==> src/rtl/qam16_mod.sv <==
// 16-QAM modulator: Gray-mapped I/Q levels are mixed with an external cos/sin
// carrier. The output is I*cos - Q*sin, which appears 2 clock edges after the carrier sample.
module qam16_mod #(
    parameter int SPS = 8
) (
    input  logic               clk,
    input  logic               rst_n,
    input  logic               sym_valid,
    input  logic [3:0]         sym,
    output logic               sym_ready,
    input  logic signed [7:0]  cos,
    input  logic signed [7:0]  sin,
    output logic signed [10:0] mod_out,
    output logic               mod_valid,
    output logic               sym_start,
    output logic               underrun
);
    localparam int STAGES = 2;
    localparam int CW = (SPS > 1) ? $clog2(SPS) : 1;
    localparam logic [CW-1:0] LAST = CW'(SPS - 1);

    typedef enum logic {IDLE, RUN} state_t;

    state_t                state;
    logic [CW-1:0]         cnt;
    logic signed [2:0]     lvl_i, lvl_q;
    logic                  xfer, run;
    logic [STAGES:1]       vld_pipe, sop_pipe;
    logic signed [9:0]     pi, pq, prod_i, prod_q;
    logic signed [10:0]    diff;

    function automatic logic signed [2:0] gray_lvl(input logic [1:0] b);
        case (b)
            2'b00:   gray_lvl = 3'b101;  // -3
            2'b01:   gray_lvl = 3'b111;  // -1
            2'b11:   gray_lvl = 3'b001;  // +1
            default: gray_lvl = 3'b011;  // +3
        endcase
    endfunction

    assign xfer = sym_valid & sym_ready;
    assign run  = (state == RUN);

    // sym_ready is registered as the decode of the next state, so it never depends on sym_valid
    always_ff @(posedge clk or negedge rst_n) begin
        if (!rst_n) begin
            state     <= IDLE;
            cnt       <= '0;
            lvl_i     <= '0;
            lvl_q     <= '0;
            sym_ready <= 1'b0;
            underrun  <= 1'b0;
        end else begin
            underrun <= 1'b0;
            case (state)
                IDLE: begin
                    sym_ready <= 1'b1;
                    if (xfer) begin
                        lvl_i     <= gray_lvl(sym[3:2]);
                        lvl_q     <= gray_lvl(sym[1:0]);
                        cnt       <= '0;
                        state     <= RUN;
                        sym_ready <= 1'b0;
                    end
                end
                RUN: begin
                    if (cnt == LAST) begin
                        cnt <= '0;
                        if (xfer) begin
                            lvl_i     <= gray_lvl(sym[3:2]);
                            lvl_q     <= gray_lvl(sym[1:0]);
                            sym_ready <= 1'b0;
                        end else begin
                            state     <= IDLE;
                            underrun  <= 1'b1;
                            sym_ready <= 1'b1;
                        end
                    end else begin
                        cnt       <= cnt + 1'b1;
                        sym_ready <= ((cnt + 1'b1) == LAST);
                    end
                end
                default: state <= IDLE;
            endcase
        end
    end

    // 3b x 8b signed products fit in 10 bits exactly (|max| = 3*128)
    assign prod_i = $signed({{7{lvl_i[2]}}, lvl_i}) * $signed({{2{cos[7]}}, cos});
    assign prod_q = $signed({{7{lvl_q[2]}}, lvl_q}) * $signed({{2{sin[7]}}, sin});
    assign diff   = $signed({pi[9], pi}) - $signed({pq[9], pq});

    always_ff @(posedge clk or negedge rst_n) begin
        if (!rst_n) begin
            vld_pipe <= '0;
            sop_pipe <= '0;
            pi       <= '0;
            pq       <= '0;
            mod_out  <= '0;
        end else begin
            vld_pipe[1] <= run;
            sop_pipe[1] <= run && (cnt == '0);
            pi          <= run ? prod_i : '0;
            pq          <= run ? prod_q : '0;
            vld_pipe[2] <= vld_pipe[1];
            sop_pipe[2] <= sop_pipe[1];
            mod_out     <= vld_pipe[1] ? diff : '0;
        end
    end

    assign mod_valid = vld_pipe[STAGES];
    assign sym_start = sop_pipe[STAGES];
endmodule

==> config.mk <==
export PLATFORM = sky130hd
export DESIGN_NAME = qam16_mod
export DESIGN_NICKNAME = d
export VERILOG_FILES = /design/src/rtl/qam16_mod.sv
export SDC_FILE = /design/constraint.sdc
export NUM_CORES = 1
export LEC_CHECK = 0
export CORE_ASPECT_RATIO = 0.8
export CORE_MARGIN = 2
export CORE_UTILIZATION = 49
export CTS_CLUSTER_DIAMETER = 50
export DETAILED_ROUTE_END_ITERATION = 12
export PLACE_DENSITY = 0.79
export SLEW_MARGIN = 15
export SYNTH_ARGS = -nofsm -noshare
export SYNTH_HDL_FRONTEND = slang
export SYNTH_SLANG_ARGS = --single-unit
==> constraint.sdc <==
create_clock -name clk -period 3.1 [get_ports clk]
set_input_delay 0.62 -clock clk [delete_from_list [all_inputs] [get_ports clk]]
set_output_delay 0.62 -clock clk [all_outputs]
set_load 0.02 [all_outputs]
### Word-level counts from Yosys, hierarchy flattened

Cells that the tools add are included.

* bits in registers: 47
* output and inout port bits: 15

* $add $sub $neg: 2
* multiply operators: 2
* eq/ne operators: 8
* multiplexer cells: 22
* bitwise logic cells: 2
* reduce and logical (&&, ||, !) cells: 4

Operator list (count)
* 3-bit by 8-bit multiplier with 10-bit output: 2
* 10-bit 2-to-1 mux: 2
* 3-bit 2-to-1 mux: 6
* 3-bit case mux with 2 select lines: 3
* 3-bit case mux with 3 select lines: 2
* 11-bit 2-to-1 mux: 1
* 10-bit by 10-bit subtractor with 11-bit output: 1
* 3-bit == test, second input constant: 2
* 1-bit 2-to-1 mux: 6
* 2-bit by 1-bit == test with 1-bit output, second input constant: 2
* 2-bit == test, second input constant: 2
* 2-bit logical NOT: 2
* 1-bit case mux with 2 select lines: 2
* 3-bit by 1-bit adder with 3-bit output, second input constant: 1
* 3-bit logical NOT: 1
* 2-bit by 1-bit != test with 1-bit output, second input constant: 1
* 2-bit != test, second input constant: 1
* 1-bit AND: 1
* 1-bit logical AND: 1
* 1-bit inverter: 1

### Depth between registers and ports, before layout

* word-level depth: 5
* mapped depth: 14
* mapped depth without buffers: 12

### Least setup slack after synthesis

OpenSTA, ideal clock, no wires.

* path type: register -> register
* from: register lvl_q[0]
* to: register pq[9]
* data arrival time: 2.914 ns
* required time: 2.981 ns
* setup slack: 0.067 ns
* stages on the path, launching flop included: 13
* period minus slack after synthesis: 3.033 ns
* cells stage by stage: dfrtp_1 buf_2 clkbuf_1 and2_1 fa_1 ha_1 ha_1 fa_1 a211oi_1 o21bai_1 a21oi_1 xnor2_1 and2_1

* cells in the longest elaborated chain, start to end: 2

Ends and longest elaborated chain
* start: declaration: RTL line 26 `logic signed [2:0] lvl_i, lvl_q;`
* start signal: assignment: RTL line 60 `lvl_q <= gray_lvl(sym[1:0]);`
* start signal: assignment: RTL line 71 `lvl_q <= gray_lvl(sym[1:0]);`
* 3-bit by 8-bit multiplier with 10-bit output: RTL line 90 `assign prod_q = $signed({{7{lvl_q[2]}}, lvl_q}) * $signed({{2{sin[7]}}, sin});`
* 10-bit 2-to-1 mux: RTL line 104 `pq <= run ? prod_q : '0;`
* end signal: assignment: RTL line 104
* end: declaration: RTL line 29 `logic signed [9:0] pi, pq, prod_i, prod_q;`

Every way passes these cells.
A chain may end at the register's enable or synchronous reset.

### Worst setup path after layout

* from: input port cos[0]
* to: register pi[9]

* cells in the longest elaborated chain, start to end: 2

Ends and longest elaborated chain
* start: declaration: RTL line 11 `input logic signed [7:0] cos,`
* 3-bit by 8-bit multiplier with 10-bit output: RTL line 89 `assign prod_i = $signed({{7{lvl_i[2]}}, lvl_i}) * $signed({{2{cos[7]}}, cos});`
* 10-bit 2-to-1 mux: RTL line 103 `pi <= run ? prod_i : '0;`
* end signal: assignment: RTL line 103
* end: declaration: RTL line 29

Every way passes these cells.

==> results.sh <==
export IMPL_drc=0
export IMPL_drt_total_wl_mm=6.08
export IMPL_place_congestion=0.834
export IMPL_first_pass_iters=4
export IMPL_holdCritPathClass="register to register"
export IMPL_groute_usage_overall_pct=16.6
export IMPL_via_count=2495
export IMPL_relSlewSlack_pct=35.9
export IMPL_clk_latency_ns=0.29
export IMPL_status="finished, final reports clean"
export IMPL_h_tree_depth=2
export IMPL_synth_xor_area_share_pct=3.89
export IMPL_synth_nets=425
export IMPL_start_util_pct=49.8
export IMPL_wl_per_cell_um=12.3
export IMPL_area_growth_pct=26.7
export IMPL_grt_pass1_wl_mm=10.4
export IMPL_cp_end_kind="register"
export IMPL_synth_top_area_share_pct=34.1
export IMPL_diodes=0
export IMPL_final_cell_mix="dfrtp_1 (45), ha_1 (41), inv_1 (36)"
export IMPL_fmax_mhz=332
export IMPL_synth_top_family_by_area="adder cells"
export IMPL_io_buffers=37
export IMPL_critPathKind="primary input to register"
export IMPL_slew_violations=0
export IMPL_synth_simple_area_share_pct=18.0
export IMPL_ys_seq_area_share_pct=34.1
export IMPL_viasPerCell=5.04
export IMPL_synth_area_top_cells="dfrtp_1 (34%), ha_1 (17%), fa_1 (11%)"
export IMPL_clockBufferDepth=2
export IMPL_skew_ns=0.00921
export IMPL_antenna_found_initial=0
export IMPL_power_leakage_nw=2.14
export IMPL_synth_cell_types=40
export IMPL_synth_area_um2=3380
export IMPL_tns_ns=0
export IMPL_p_per_area_nw_per_um2=1130
export IMPL_synth_compound_area_share_pct=9.77
export IMPL_dp_hpwl_mm=4.94
export IMPL_synth_warning_count=0
export IMPL_drive_gt1_share_pct=15.0
export IMPL_die_h_um=78.3
export IMPL_critPathArrivalTime_ns=3.20
export IMPL_setup_viol=0
export IMPL_synth_cells=337
export IMPL_start_kind="primary input"
export IMPL_io_pins=38
export IMPL_fin_nets=495
export IMPL_die_w_um=96.9
export IMPL_grt_pass1_vias=2524
export IMPL_hold_viol_final=0
export IMPL_postSynthAreaPerCell_um2=10.0
export IMPL_async_reset_ff_share_pct=100
export IMPL_fp_dieArea_um2=7580
export IMPL_fin_crit_sh_pct=97.3
export IMPL_synth_seq_cells=46
export IMPL_maxCapViolations=0
export IMPL_grt_max_degree=47
export IMPL_rows=27
export IMPL_synth_area_mux_share_pct=0.963
export IMPL_synthAdderAreaFrac_pct=28.3
export IMPL_cts_made_buffers=5
export IMPL_final_common_cell="dfrtp_1"
export IMPL_tightestPinTransition_ns=0.962
export IMPL_clk_pin_slew_ns=0.09
export IMPL_root_buffer="clkbuf_8"
export IMPL_cts_tree="built"
export IMPL_fin_crit_ns=3.02
export IMPL_core_area_um2=6790
export IMPL_finalPower_mw=4.83
export IMPL_ir_worst_vdd_uv=429
export IMPL_clkSinkCount=46
export IMPL_grt_overflow=0
export IMPL_rsz0062_at_grt="true"
export IMPL_synth_flop_cell="dfrtp_1"
export IMPL_crit_fanout=2
export IMPL_drtIter0Drc=69
export IMPL_worstPathRequired_ns=3.29
export IMPL_final_antenna_net_count=0
export IMPL_synth_top_area_cell="dfrtp_1"
export IMPL_cts_hold_buf=0
export IMPL_synth_edf_count=0
-- cell type report --
cell class,count,area (um2)
Inverter,36,135
Timing Repair Buffer,71,631
Multi-Input combinational cell,247,2150
Sequential cell,46,1150
Tap cell,87,109
Clock inverter,1,8.76
Fill cell,550,2510
Clock buffer,7,96.3
-- routing by layer --
metal	routed length (um)	vias up	global-route usage, %
met5	0	-	0
met4	14	0	2.82
met3	216	2	4.01
met2	3110	46	30.1
met1	2740	1184	20.6
li1	-	1263	-
-- through the flow --
stage,hold WS (ns),instance area (um2),util [%],setup slack (ns),std cells
after global placement,0.335,4050,59.7,-0.433,484
after detailed placement,0.336,4050,59.7,-0.533,484
after CTS,0.353,4190,61.7,0.000933,493
after floorplan,0.324,3380,-,0.0668,337
final,0.352,4280,63.1,0.0844,495
after global routing,0.366,4280,63.1,-0.0417,495
-- what timing repair did --
item | CTS | global route
setup buffers | 1 | 2
pin swaps | 5 | 12
endpoints found under the hold margin | 0 | 0
gates resized for setup | 10 | 15
setup endpoints to repair | 2 | 2
-- power by group --
part / switching (mW) / total (mW) / internal, mW
clock network: 0.195 / 0.399 / 0.204
registers: 0.155 / 1.07 / 0.913
logic: 1.64 / 3.36 / 1.72
total: 1.99 / 4.83 / 2.84
-- Yosys cell counts (all sizes together), types with 3 or more instances --
library cell,count
a21oi,11
xor2,3
clkbuf,4
buf,4
nand3b,3
nand2b,6
nand2,24
dfrtp,46
ha,46
and2,35
nor3b,3
nor2,25
fa,19
a211oi,3
o21ai,15
a21o,4
o21bai,4
xnor2,12
inv,36
nor2b,3
nand4b,3
and3,3
-- cell families after synthesis --
logic type	count (synthesis)
and+or+nand+nor	113
adders and majority gates	65
AOI/OAI and AO/OA	51
DFF	46
buffers and inverters	44
xor gates and xnor gates	15
muxes	3
-- critical path: stages --
cell,delay (ns)
clkdlybuf4s50_1,0.43
nand2b_4,0.15
fa_1,0.50
fa_1,0.17
inv_1,0.04
ha_2,0.17
fa_2,0.37
a211oi_2,0.26
o21bai_1,0.09
a21oi_1,0.17
xnor2_1,0.08
and2_1,0.15
-- flip-flops by register name, indices dropped and copies added (netlist names) --
| signal | count |
|---|---|
| sop_pipe | 2 |
| cnt | 3 |
| sym_ready | 1 |
| run | 1 |
| pi | 10 |
| mod_out | 11 |
| vld_pipe | 2 |
| underrun | 1 |
| lvl_q | 3 |
| lvl_i | 2 |
| pq | 10 |
-- worst paths after layout --
| kind | from | end | slack (ns) | cells after the start |
|---|---|---|---|---|
| worst max-delay path | cos[0] | pi[9]$_DFF_PN0_ | 0.08 | 12 |
| worst min-delay path | sop_pipe[1]$_DFF_PN0_ | sop_pipe[2]$_DFF_PN0_ | 0.35 | 0 |
| worst max register to register | lvl_q[2]$_DFFE_PN0P_ | pq[9]$_DFF_PN0_ | 0.25 | 11 |
| worst min register to register | sop_pipe[1]$_DFF_PN0_ | sop_pipe[2]$_DFF_PN0_ | 0.35 | 0 |
| max in group asynchronous | rst_n | lvl_q[0]$_DFFE_PN0P_ | 1.96 | 1 |
| min in group asynchronous | rst_n | vld_pipe[2]$_DFF_PN0_ | 0.47 | 1 |
Note: power is estimated with default switching activity, not from simulation.
